## src/rtl/adc_delay_cal_ctrl_pkg.sv

```systemverilog
// Shared constants for the ADC IDELAY calibration slice.
// Packed DDR word layout, FSM state codes and the word pass rule.
package adc_cal_pkg;

    localparam int DEF_TAP_W = 5;
    localparam int ADC_W     = 26;
    localparam int SMP_W     = 12;

    localparam int OVR0_BIT = 0;
    localparam int S0_LSB   = 1;
    localparam int S0_MSB   = 12;
    localparam int OVR1_BIT = 13;
    localparam int S1_LSB   = 14;
    localparam int S1_MSB   = 25;

    localparam logic [2:0] IDLE   = 3'd0;
    localparam logic [2:0] LOAD   = 3'd1;
    localparam logic [2:0] SETTLE = 3'd2;
    localparam logic [2:0] SAMPLE = 3'd3;
    localparam logic [2:0] EVAL   = 3'd4;
    localparam logic [2:0] CENTER = 3'd5;
    localparam logic [2:0] APPLY  = 3'd6;

    function automatic logic word_ok(
        input logic [ADC_W-1:0] d,
        input logic [SMP_W-1:0] p
    );
        return (d[S0_MSB:S0_LSB] == p)
            && (d[S1_MSB:S1_LSB] == p)
            && !d[OVR0_BIT]
            && !d[OVR1_BIT];
    endfunction

endpackage

```

## src/rtl/adc_delay_cal_ctrl_if.sv

```systemverilog
// Control/data bundle between register block, ADC buffer and calibrator.
// master = register block / buffer side, slave = calibration controller.
interface adc_cal_if #(
    parameter int TAP_W = adc_cal_pkg::DEF_TAP_W
);
    logic                  cal_start;
    logic                  cal_abort;
    logic [11:0]           test_pattern;
    logic [TAP_W-1:0]      manual_tap;
    logic                  manual_tap_wr;
    logic [25:0]           adc_dat;
    logic [TAP_W-1:0]      delay_tap;
    logic                  delay_load;
    logic                  cal_busy;
    logic                  cal_done;
    logic                  cal_fail;
    logic [TAP_W-1:0]      win_start;
    logic [TAP_W:0]        win_len;
    logic [2**TAP_W-1:0]   tap_pass_map;

    modport master (
        output cal_start, cal_abort, test_pattern,
        output manual_tap, manual_tap_wr, adc_dat,
        input  delay_tap, delay_load, cal_busy,
        input  cal_done, cal_fail, win_start,
        input  win_len, tap_pass_map
    );

    modport slave (
        input  cal_start, cal_abort, test_pattern,
        input  manual_tap, manual_tap_wr, adc_dat,
        output delay_tap, delay_load, cal_busy,
        output cal_done, cal_fail, win_start,
        output win_len, tap_pass_map
    );

endinterface

```

## src/rtl/adc_delay_cal_ctrl_window_tracker.sv

```systemverilog
// Longest-contiguous-pass-window tracker for the tap sweep.
// Taps are linear: the run is dropped after the last tap, never wrapped.
module adc_cal_window_tracker
    import adc_cal_pkg::*;
#(
    parameter int TAP_W = DEF_TAP_W
) (
    input  logic             clk,
    input  logic             reset_n,
    input  logic             pass,
    input  logic             step,
    input  logic             clear,
    input  logic             last,
    output logic [TAP_W-1:0] best_start,
    output logic [TAP_W:0]   best_len,
    output logic [TAP_W-1:0] centre
);

    logic [TAP_W-1:0] tap_q, tap_d;
    logic [TAP_W-1:0] run_start_q, run_start_d;
    logic [TAP_W:0]   run_len_q, run_len_d;
    logic [TAP_W-1:0] best_start_q, best_start_d;
    logic [TAP_W:0]   best_len_q, best_len_d;

    always_comb begin
        tap_d        = tap_q;
        run_start_d  = run_start_q;
        run_len_d    = run_len_q;
        best_start_d = best_start_q;
        best_len_d   = best_len_q;
        if (clear) begin
            tap_d        = '0;
            run_start_d  = '0;
            run_len_d    = '0;
            best_start_d = '0;
            best_len_d   = '0;
        end else if (step) begin
            if (pass) begin
                run_len_d = run_len_q + 1'b1;
                if (run_len_q == '0)
                    run_start_d = tap_q;
            end else begin
                run_len_d = '0;
            end
            // strict compare: ties keep the earliest window
            if (run_len_d > best_len_q) begin
                best_len_d   = run_len_d;
                best_start_d = run_start_d;
            end
            tap_d = tap_q + 1'b1;
            if (last) begin
                tap_d     = '0;
                run_len_d = '0;
            end
        end
    end

    always_ff @(posedge clk or negedge reset_n) begin
        if (!reset_n) begin
            tap_q        <= '0;
            run_start_q  <= '0;
            run_len_q    <= '0;
            best_start_q <= '0;
            best_len_q   <= '0;
        end else begin
            tap_q        <= tap_d;
            run_start_q  <= run_start_d;
            run_len_q    <= run_len_d;
            best_start_q <= best_start_d;
            best_len_q   <= best_len_d;
        end
    end

    assign best_start = best_start_q;
    assign best_len   = best_len_q;
    assign centre     = best_start_q
                      + TAP_W'((best_len_q - 1'b1) >> 1);

endmodule

```

## src/rtl/adc_delay_cal_ctrl.sv

```systemverilog
// IDELAY tap sweep/centre calibration for one ADC channel (adc_clk domain).
// Define ADC_CAL_ERRMAP_EN to build the per-tap pass map output.
module adc_delay_cal_ctrl
    import adc_cal_pkg::*;
#(
    parameter int TAP_W           = DEF_TAP_W,
    parameter int SETTLE_CYCLES   = 16,
    parameter int SAMPLES_PER_TAP = 256,
    parameter int MIN_WIN         = 4
) (
    input  logic   clk,
    input  logic   reset_n,
    adc_cal_if.slave bus
);

    localparam int CW = $clog2(SETTLE_CYCLES + SAMPLES_PER_TAP + 1);
    localparam logic [TAP_W-1:0] LAST_TAP = {TAP_W{1'b1}};

    logic [2:0]       state_q, state_d;
    logic [TAP_W-1:0] cnt_q, cnt_d;
    logic [CW-1:0]    cyc_q, cyc_d;
    logic             err_q, err_d;
    logic [TAP_W-1:0] saved_q, saved_d;
    logic [TAP_W-1:0] target_q, target_d;
    logic [TAP_W-1:0] tap_q, tap_d;
    logic             load_q, load_d;
    logic             busy_q, busy_d;
    logic             done_q, done_d;
    logic             fail_q, fail_d;
    logic [TAP_W-1:0] wstart_q, wstart_d;
    logic [TAP_W:0]   wlen_q, wlen_d;

    logic             trk_step, trk_clear;
    logic [TAP_W-1:0] best_start, centre;
    logic [TAP_W:0]   best_len;

    adc_cal_window_tracker #(.TAP_W(TAP_W)) u_trk (
        .clk        (clk),
        .reset_n    (reset_n),
        .pass       (!err_q),
        .step       (trk_step),
        .clear      (trk_clear),
        .last       (cnt_q == LAST_TAP),
        .best_start (best_start),
        .best_len   (best_len),
        .centre     (centre)
    );

    always_comb begin
        state_d   = state_q;
        cnt_d     = cnt_q;
        cyc_d     = cyc_q;
        err_d     = err_q;
        saved_d   = saved_q;
        target_d  = target_q;
        tap_d     = tap_q;
        load_d    = 1'b0;
        busy_d    = busy_q;
        done_d    = done_q;
        fail_d    = fail_q;
        wstart_d  = wstart_q;
        wlen_d    = wlen_q;
        trk_step  = 1'b0;
        trk_clear = 1'b0;
        case (state_q)
            IDLE: begin
                busy_d = 1'b0;
                // start outranks a simultaneous manual write
                if (bus.cal_start) begin
                    saved_d   = tap_q;
                    done_d    = 1'b0;
                    fail_d    = 1'b0;
                    wstart_d  = '0;
                    wlen_d    = '0;
                    busy_d    = 1'b1;
                    cnt_d     = '0;
                    trk_clear = 1'b1;
                    state_d   = LOAD;
                end else if (bus.manual_tap_wr) begin
                    tap_d  = bus.manual_tap;
                    load_d = 1'b1;
                end
            end
            LOAD: begin
                tap_d   = cnt_q;
                load_d  = 1'b1;
                cyc_d   = '0;
                state_d = SETTLE;
            end
            SETTLE: begin
                cyc_d = cyc_q + 1'b1;
                if (cyc_q == CW'(SETTLE_CYCLES - 1)) begin
                    cyc_d   = '0;
                    err_d   = 1'b0;
                    state_d = SAMPLE;
                end
            end
            SAMPLE: begin
                cyc_d = cyc_q + 1'b1;
                if (!word_ok(bus.adc_dat, bus.test_pattern))
                    err_d = 1'b1;
                if (cyc_q == CW'(SAMPLES_PER_TAP - 1))
                    state_d = EVAL;
            end
            EVAL: begin
                trk_step = 1'b1;
                if (cnt_q == LAST_TAP) begin
                    state_d = CENTER;
                end else begin
                    cnt_d   = cnt_q + 1'b1;
                    state_d = LOAD;
                end
            end
            CENTER: begin
                wstart_d = best_start;
                wlen_d   = best_len;
                if (best_len >= (TAP_W+1)'(MIN_WIN)) begin
                    target_d = centre;
                    done_d   = 1'b1;
                end else begin
                    target_d = saved_q;
                    fail_d   = 1'b1;
                end
                state_d = APPLY;
            end
            APPLY: begin
                tap_d   = target_q;
                load_d  = 1'b1;
                state_d = IDLE;
            end
            default: state_d = IDLE;
        endcase
        if (bus.cal_abort && state_q != IDLE
                && state_q != APPLY) begin
            state_d  = APPLY;
            target_d = saved_q;
            fail_d   = 1'b1;
            done_d   = 1'b0;
            tap_d    = tap_q;
            load_d   = 1'b0;
            trk_step = 1'b0;
            wstart_d = wstart_q;
            wlen_d   = wlen_q;
        end
    end

    always_ff @(posedge clk or negedge reset_n) begin
        if (!reset_n) begin
            state_q  <= IDLE;
            cnt_q    <= '0;
            cyc_q    <= '0;
            err_q    <= 1'b0;
            saved_q  <= '0;
            target_q <= '0;
            tap_q    <= '0;
            load_q   <= 1'b0;
            busy_q   <= 1'b0;
            done_q   <= 1'b0;
            fail_q   <= 1'b0;
            wstart_q <= '0;
            wlen_q   <= '0;
        end else begin
            state_q  <= state_d;
            cnt_q    <= cnt_d;
            cyc_q    <= cyc_d;
            err_q    <= err_d;
            saved_q  <= saved_d;
            target_q <= target_d;
            tap_q    <= tap_d;
            load_q   <= load_d;
            busy_q   <= busy_d;
            done_q   <= done_d;
            fail_q   <= fail_d;
            wstart_q <= wstart_d;
            wlen_q   <= wlen_d;
        end
    end

`ifdef ADC_CAL_ERRMAP_EN
    logic [2**TAP_W-1:0] map_q;

    always_ff @(posedge clk or negedge reset_n) begin
        if (!reset_n)
            map_q <= '0;
        else if (trk_clear)
            map_q <= '0;
        else if (trk_step)
            map_q[cnt_q] <= !err_q;
    end

    assign bus.tap_pass_map = map_q;
`else
    assign bus.tap_pass_map = '0;
`endif

    assign bus.delay_tap  = tap_q;
    assign bus.delay_load = load_q;
    assign bus.cal_busy   = busy_q;
    assign bus.cal_done   = done_q;
    assign bus.cal_fail   = fail_q;
    assign bus.win_start  = wstart_q;
    assign bus.win_len    = wlen_q;

endmodule

```

## src/flat_wrapper.sv

```systemverilog
// flat-port wrapper written by rule: the top's interface ports become plain ports
module adc_delay_cal_ctrl_flat import adc_cal_pkg::*;
#(
    parameter int TAP_W           = DEF_TAP_W,
    parameter int SETTLE_CYCLES   = 16,
    parameter int SAMPLES_PER_TAP = 256,
    parameter int MIN_WIN         = 4
)
  (clk, reset_n, bus_cal_start, bus_cal_abort, bus_test_pattern, bus_manual_tap, bus_manual_tap_wr, bus_adc_dat, bus_delay_tap, bus_delay_load, bus_cal_busy, bus_cal_done, bus_cal_fail, bus_win_start, bus_win_len, bus_tap_pass_map);
  adc_cal_if #(.TAP_W(TAP_W)) bus_i ();
  input  logic clk;
  input  logic reset_n;
  input wire logic [$bits(bus_i.cal_start)-1:0] bus_cal_start;
  input wire logic [$bits(bus_i.cal_abort)-1:0] bus_cal_abort;
  input wire logic [$bits(bus_i.test_pattern)-1:0] bus_test_pattern;
  input wire logic [$bits(bus_i.manual_tap)-1:0] bus_manual_tap;
  input wire logic [$bits(bus_i.manual_tap_wr)-1:0] bus_manual_tap_wr;
  input wire logic [$bits(bus_i.adc_dat)-1:0] bus_adc_dat;
  output wire logic [$bits(bus_i.delay_tap)-1:0] bus_delay_tap;
  output wire logic [$bits(bus_i.delay_load)-1:0] bus_delay_load;
  output wire logic [$bits(bus_i.cal_busy)-1:0] bus_cal_busy;
  output wire logic [$bits(bus_i.cal_done)-1:0] bus_cal_done;
  output wire logic [$bits(bus_i.cal_fail)-1:0] bus_cal_fail;
  output wire logic [$bits(bus_i.win_start)-1:0] bus_win_start;
  output wire logic [$bits(bus_i.win_len)-1:0] bus_win_len;
  output wire logic [$bits(bus_i.tap_pass_map)-1:0] bus_tap_pass_map;
  assign bus_i.cal_start = bus_cal_start;
  assign bus_i.cal_abort = bus_cal_abort;
  assign bus_i.test_pattern = bus_test_pattern;
  assign bus_i.manual_tap = bus_manual_tap;
  assign bus_i.manual_tap_wr = bus_manual_tap_wr;
  assign bus_i.adc_dat = bus_adc_dat;
  assign bus_delay_tap = bus_i.delay_tap;
  assign bus_delay_load = bus_i.delay_load;
  assign bus_cal_busy = bus_i.cal_busy;
  assign bus_cal_done = bus_i.cal_done;
  assign bus_cal_fail = bus_i.cal_fail;
  assign bus_win_start = bus_i.win_start;
  assign bus_win_len = bus_i.win_len;
  assign bus_tap_pass_map = bus_i.tap_pass_map;
  adc_delay_cal_ctrl #(.TAP_W(TAP_W), .SETTLE_CYCLES(SETTLE_CYCLES), .SAMPLES_PER_TAP(SAMPLES_PER_TAP), .MIN_WIN(MIN_WIN)) u_core (.clk(clk), .reset_n(reset_n), .bus(bus_i));
endmodule
```

## config.mk

```make
export PLATFORM = sky130hd
export DESIGN_NAME = adc_delay_cal_ctrl_flat
export DESIGN_NICKNAME = d
export VERILOG_FILES = /design/src/rtl/adc_delay_cal_ctrl_pkg.sv /design/src/rtl/adc_delay_cal_ctrl_if.sv /design/src/rtl/adc_delay_cal_ctrl_window_tracker.sv /design/src/rtl/adc_delay_cal_ctrl.sv /design/src/flat_wrapper.sv
export SDC_FILE = /design/constraint.sdc
export NUM_CORES = 1
export LEC_CHECK = 0
export ABC_AREA = 1
export BUFFER_PORTS_ARGS = -buffer_cell sky130_fd_sc_hd__buf_2
export CAP_MARGIN = 30
export CORE_UTILIZATION = 40
export DETAILED_ROUTE_END_ITERATION = 7
export PLACE_DENSITY = 0.6
export SLEW_MARGIN = 5
export SYNTH_ARGS = -nofsm -noshare
export SYNTH_HDL_FRONTEND = slang
export SYNTH_SLANG_ARGS = --single-unit
```

## constraint.sdc

```tcl
create_clock -name clk -period 2.6 [get_ports clk]
set_input_delay 0.26 -clock clk [delete_from_list [all_inputs] [get_ports clk]]
set_output_delay 0.26 -clock clk [all_outputs]
set_load 0.02 [all_outputs]
```

==> results.py <==
metrics = {
    "run_status": {
        "run_status": "finished, final reports clean",
    },
    "sta": {
        "fin_worst_skew_ps": 6.40,
        "timing_max_transition_violations_final": 0,
        "worst_slew_margin_rel": 0.472,
        "final.setup.worst_slack_ps": 264,
        "setup_violations": 0,
        "timing_worst_slew_pin_value_ps": 792,
        "period_needed_ps": 2340,
        "finalHoldWorstSlack_ps": 7.42,
        "fmax_ghz": 0.428,
        "tcrit_tclk_final": 0.898,
        "hold_viol": 0,
    },
    "placement": {
        "placed_cells_incl_taps": 833,
        "gp_routability_congestion": 0.851,
        "place_worst_setup_slack_ps": 291,
        "dp_hpwl_um": 8140,
        "post_dp_cell_area_um2": 5120,
        "place.port_buffers": 67,
    },
    "clocking": {
        "clock_path_buffers": 2,
        "clock-root-buffer": "sky130_fd_sc_hd__clkbuf_16",
        "clkSlewWorstSetupHoldPaths_ps": 60,
        "numClockSinks": 75,
        "cts_buffers": 9,
        "cts_tree": "done",
        "worstSkewPairLatency_ps": 340,
        "cts_htree_levels": 3,
    },
    "finish": {
        "stdcell_area_um2": 5440,
        "final_nets": 769,
        "multiInputGateArea_um2": 2290,
        "areaGrowthSynthToFinish_pct": 15.0,
        "stdcell_count": 849,
        "num-fill-cells": 1161,
        "drive_gt1_frac": 0.171,
        "layout.area.seq_um2": 1880,
        "insertedDiodeCount": 0,
    },
    "die": {
        "design.core.area_um2": 11500,
        "io_pins": 100,
        "initial_utilization": 0.412,
        "floorplan.die.height_um": 111,
        "die_width_um": 111,
        "num_rows": 39,
        "dieArea_um2": 12300,
    },
    "synth": {
        "synth_edf_count": 0,
        "synth_sequential_area_ratio": 0.397,
        "synth.area.top_cells": "sky130_fd_sc_hd__dfrtp_1 40%, sky130_fd_sc_hd__nand2_1 11%, sky130_fd_sc_hd__inv_1 7.4%",
        "ys_async_sr_fraction": 1.00,
        "synth_top_cell_area_share": 0.397,
        "synth_cells": 627,
        "ys_warn_count": 0,
        "synth.distinct_cells": 43,
        "ys.flop_type": "sky130_fd_sc_hd__dfrtp_1",
        "synth.largest_area_cell": "sky130_fd_sc_hd__dfrtp_1",
        "post_synth_instance_area_um2": 4730,
        "post-synth-top-count-cell": "sky130_fd_sc_hd__nand2_1",
        "ys_top_cells_by_count": "139 x sky130_fd_sc_hd__nand2_1, 93 x sky130_fd_sc_hd__inv_1, 75 x sky130_fd_sc_hd__dfrtp_1",
        "syn_area_per_cell_um2": 7.54,
        "synth_seq_cells": 75,
    },
    "power": {
        "p_seq_frac": 0.349,
        "pwr-share-comb": 0.381,
        "power_switching_share": 0.401,
        "internal-power_mw": 2.88,
        "vdd_drop_max_mv": 0.515,
        "p_sw_mw": 1.92,
        "power_density_nw_per_um2": 883,
        "power.share.clock": 0.270,
        "total_leakage_power_nw": 2.84,
    },
    "worst_hold_path": {
        "min-delay-path-class": "in2async",
    },
    "critical_path": {
        "path_max_fanout": 8,
        "critical_path.reg2reg.startpoint": "u_core.u_trk.run_len_q[1]",
        "worstPathArrival_ps": 2580,
        "critical_path_required_ps": 2850,
        "kind_of_end_point_of_the_critical_path": "flip-flop",
        "worstSetupStartpoint": "u_core.u_trk.run_len_q[1]",
        "capturing_point_of_the_worst_reg2reg_path": "u_core.u_trk.best_len[2]",
        "ff2ff_path_depth": 13,
        "cp-start-kind": "flip-flop",
        "worst_setup_path_endpoint": "u_core.u_trk.best_len[2]",
        "regToRegSetupSlack_ps": 260,
        "crit_path_kind": "reg2reg",
    },
    "global_route": {
        "initial_antenna_violation_count": 0,
        "grt_first_pass_wirelength_um": 18500,
        "grt_pass1_vias": 4064,
        "grt_max_degree": 43,
        "globalRouteOverflowTotal": 0,
        "global_route.usage.total": 0.185,
    },
    "drt": {
        "wl_per_cell_um": 12.3,
        "final_antenna_net_count": 0,
        "drtIter0Drc": 212,
        "routed_via_density": 4.80,
        "detailroute.via_count": 4071,
        "dr.pass1.iters": 4,
        "post_route_wl_um": 10400,
        "remaining_drc_errors": 0,
    },
    "flow_run": {
        "cap_violations": 0,
    },
}
-- through the flow --
stage	power (mW)	setup TNS (ps)	utilization
final	4.80	0	0.474
after detailed placement	3.52	0	0.446
after CTS	4.84	0	0.474
after global routing	5.18	-18.3	0.474
after floorplan	3.10	0	-
after global placement	3.48	0	0.446
-- sequential cells by signal, summed over array words and instances, names as in the netlist --
| signal | cells |
|---|---|
| u_core.bus.win_len | 6 |
| u_core.u_trk.run_start_q | 5 |
| u_core.cyc_q | 9 |
| u_core.cnt_q | 5 |
| u_core.u_trk.best_start | 5 |
| u_core.bus.cal_busy | 1 |
| u_core.bus.delay_load | 1 |
| u_core.saved_q | 5 |
| u_core.u_trk.run_len_q | 6 |
| u_core.bus.delay_tap | 5 |
| u_core.target_q | 5 |
| u_core.u_trk.best_len | 6 |
| u_core.bus.win_start | 5 |
| u_core.state_q | 3 |
| u_core.bus.cal_fail | 1 |
| u_core.u_trk.tap_q | 5 |
| u_core.err_q | 1 |
| u_core.bus.cal_done | 1 |
-- power by group through the flow --
stage,sequential [mW],clock [mW],combinational (mW)
global placement,1.69,0,1.79
detailed placement,1.69,0,1.83
finish,1.68,1.30,1.83
global route,1.71,1.38,2.09
floorplan,1.72,0,1.38
CTS,1.67,1.33,1.84
-- worst max-delay path: stages, from the launching register on --
cell,delay (ps)
sky130_fd_sc_hd__dfrtp_1,370
sky130_fd_sc_hd__ha_1,180
sky130_fd_sc_hd__nand2_1,120
sky130_fd_sc_hd__o21ai_0,170
sky130_fd_sc_hd__nand2_1,90
sky130_fd_sc_hd__nor2_1,160
sky130_fd_sc_hd__ha_1,260
sky130_fd_sc_hd__nand2_1,80
sky130_fd_sc_hd__nor2_1,60
sky130_fd_sc_hd__o21ai_0,70
sky130_fd_sc_hd__o211ai_1,100
sky130_fd_sc_hd__nand2_1,220
sky130_fd_sc_hd__nand2_1,210
sky130_fd_sc_hd__o22ai_1,180
-- layout by cell type (no fill, tap or decap), types with 8 or more instances in the layout --
cell type	instances
sky130_fd_sc_hd__inv_1	93
sky130_fd_sc_hd__nand2_1	139
sky130_fd_sc_hd__conb_1	32
sky130_fd_sc_hd__o21ai_0	38
sky130_fd_sc_hd__buf_2	67
sky130_fd_sc_hd__o22ai_1	12
sky130_fd_sc_hd__nor3_1	11
sky130_fd_sc_hd__dfrtp_1	75
sky130_fd_sc_hd__o21ai_2	10
sky130_fd_sc_hd__a21oi_1	25
sky130_fd_sc_hd__nor2_1	61
sky130_fd_sc_hd__xor2_1	9
sky130_fd_sc_hd__clkbuf_16	9
sky130_fd_sc_hd__a31oi_1	8
sky130_fd_sc_hd__ha_1	19
sky130_fd_sc_hd__nand3_1	41
-- cell type report --
type	instances	share of cell area
clock buffers	12	0.0490
clock inverters	4	0.00875
multi-input cells	442	0.422
inverters	100	0.0700
flip-flops and latches	75	0.345
well taps	143	0.0329
repair buffers	73	0.0723
-- kinds of logic (layout without fill, tap and decap cells) --
| kind of cell | Yosys count | in the layout | synth area share |
|---|---|---|---|
| buffers and inverters | 141 | 189 | 0.144 |
| multiplexers | 1 | 1 | 0.00212 |
| XOR/XNOR | 10 | 10 | 0.0185 |
| AO/OA/AOI/OAI | 102 | 102 | 0.125 |
| AND/OR/NAND/NOR | 277 | 277 | 0.258 |
| flip-flops | 75 | 75 | 0.397 |
| adder cells (fa/ha/maj) | 20 | 20 | 0.0545 |
| other | 1 | 32 | 0.000793 |
-- what timing repair did --
| action | in CTS | in global routing |
|---|---|---|
| hold buffers | 0 | 0 |
| buffers inserted | 0 | 0 |
| gates resized for setup | 0 | 1 |
| endpoints found under the setup margin | 0 | 1 |
-- per-layer routing --
metal	wire length [µm]	up-vias	track usage
li1	-	2081	-
met1	4700	1913	0.231
met2	5230	69	0.319
met3	365	8	0.0394
met4	110	0	0.0542
met5	0	-	0
-- how the worst min path moves through the flow --
| stage | start | end | slack, ps | cells after the start |
|---|---|---|---|---|
| after floorplan | reset_n | u_core.bus.cal_busy | -40 | 0 |
| after global routing | reset_n | u_core.saved_q[0] | 90 | 1 |
| after CTS | reset_n | u_core.saved_q[0] | 50 | 1 |
| after global placement | reset_n | u_core.saved_q[0] | 390 | 1 |
| final | reset_n | u_core.saved_q[0] | 7 | 1 |
| after detailed placement | reset_n | u_core.saved_q[0] | 410 | 1 |
No activity file was read; power rests on OpenSTA's default activity.
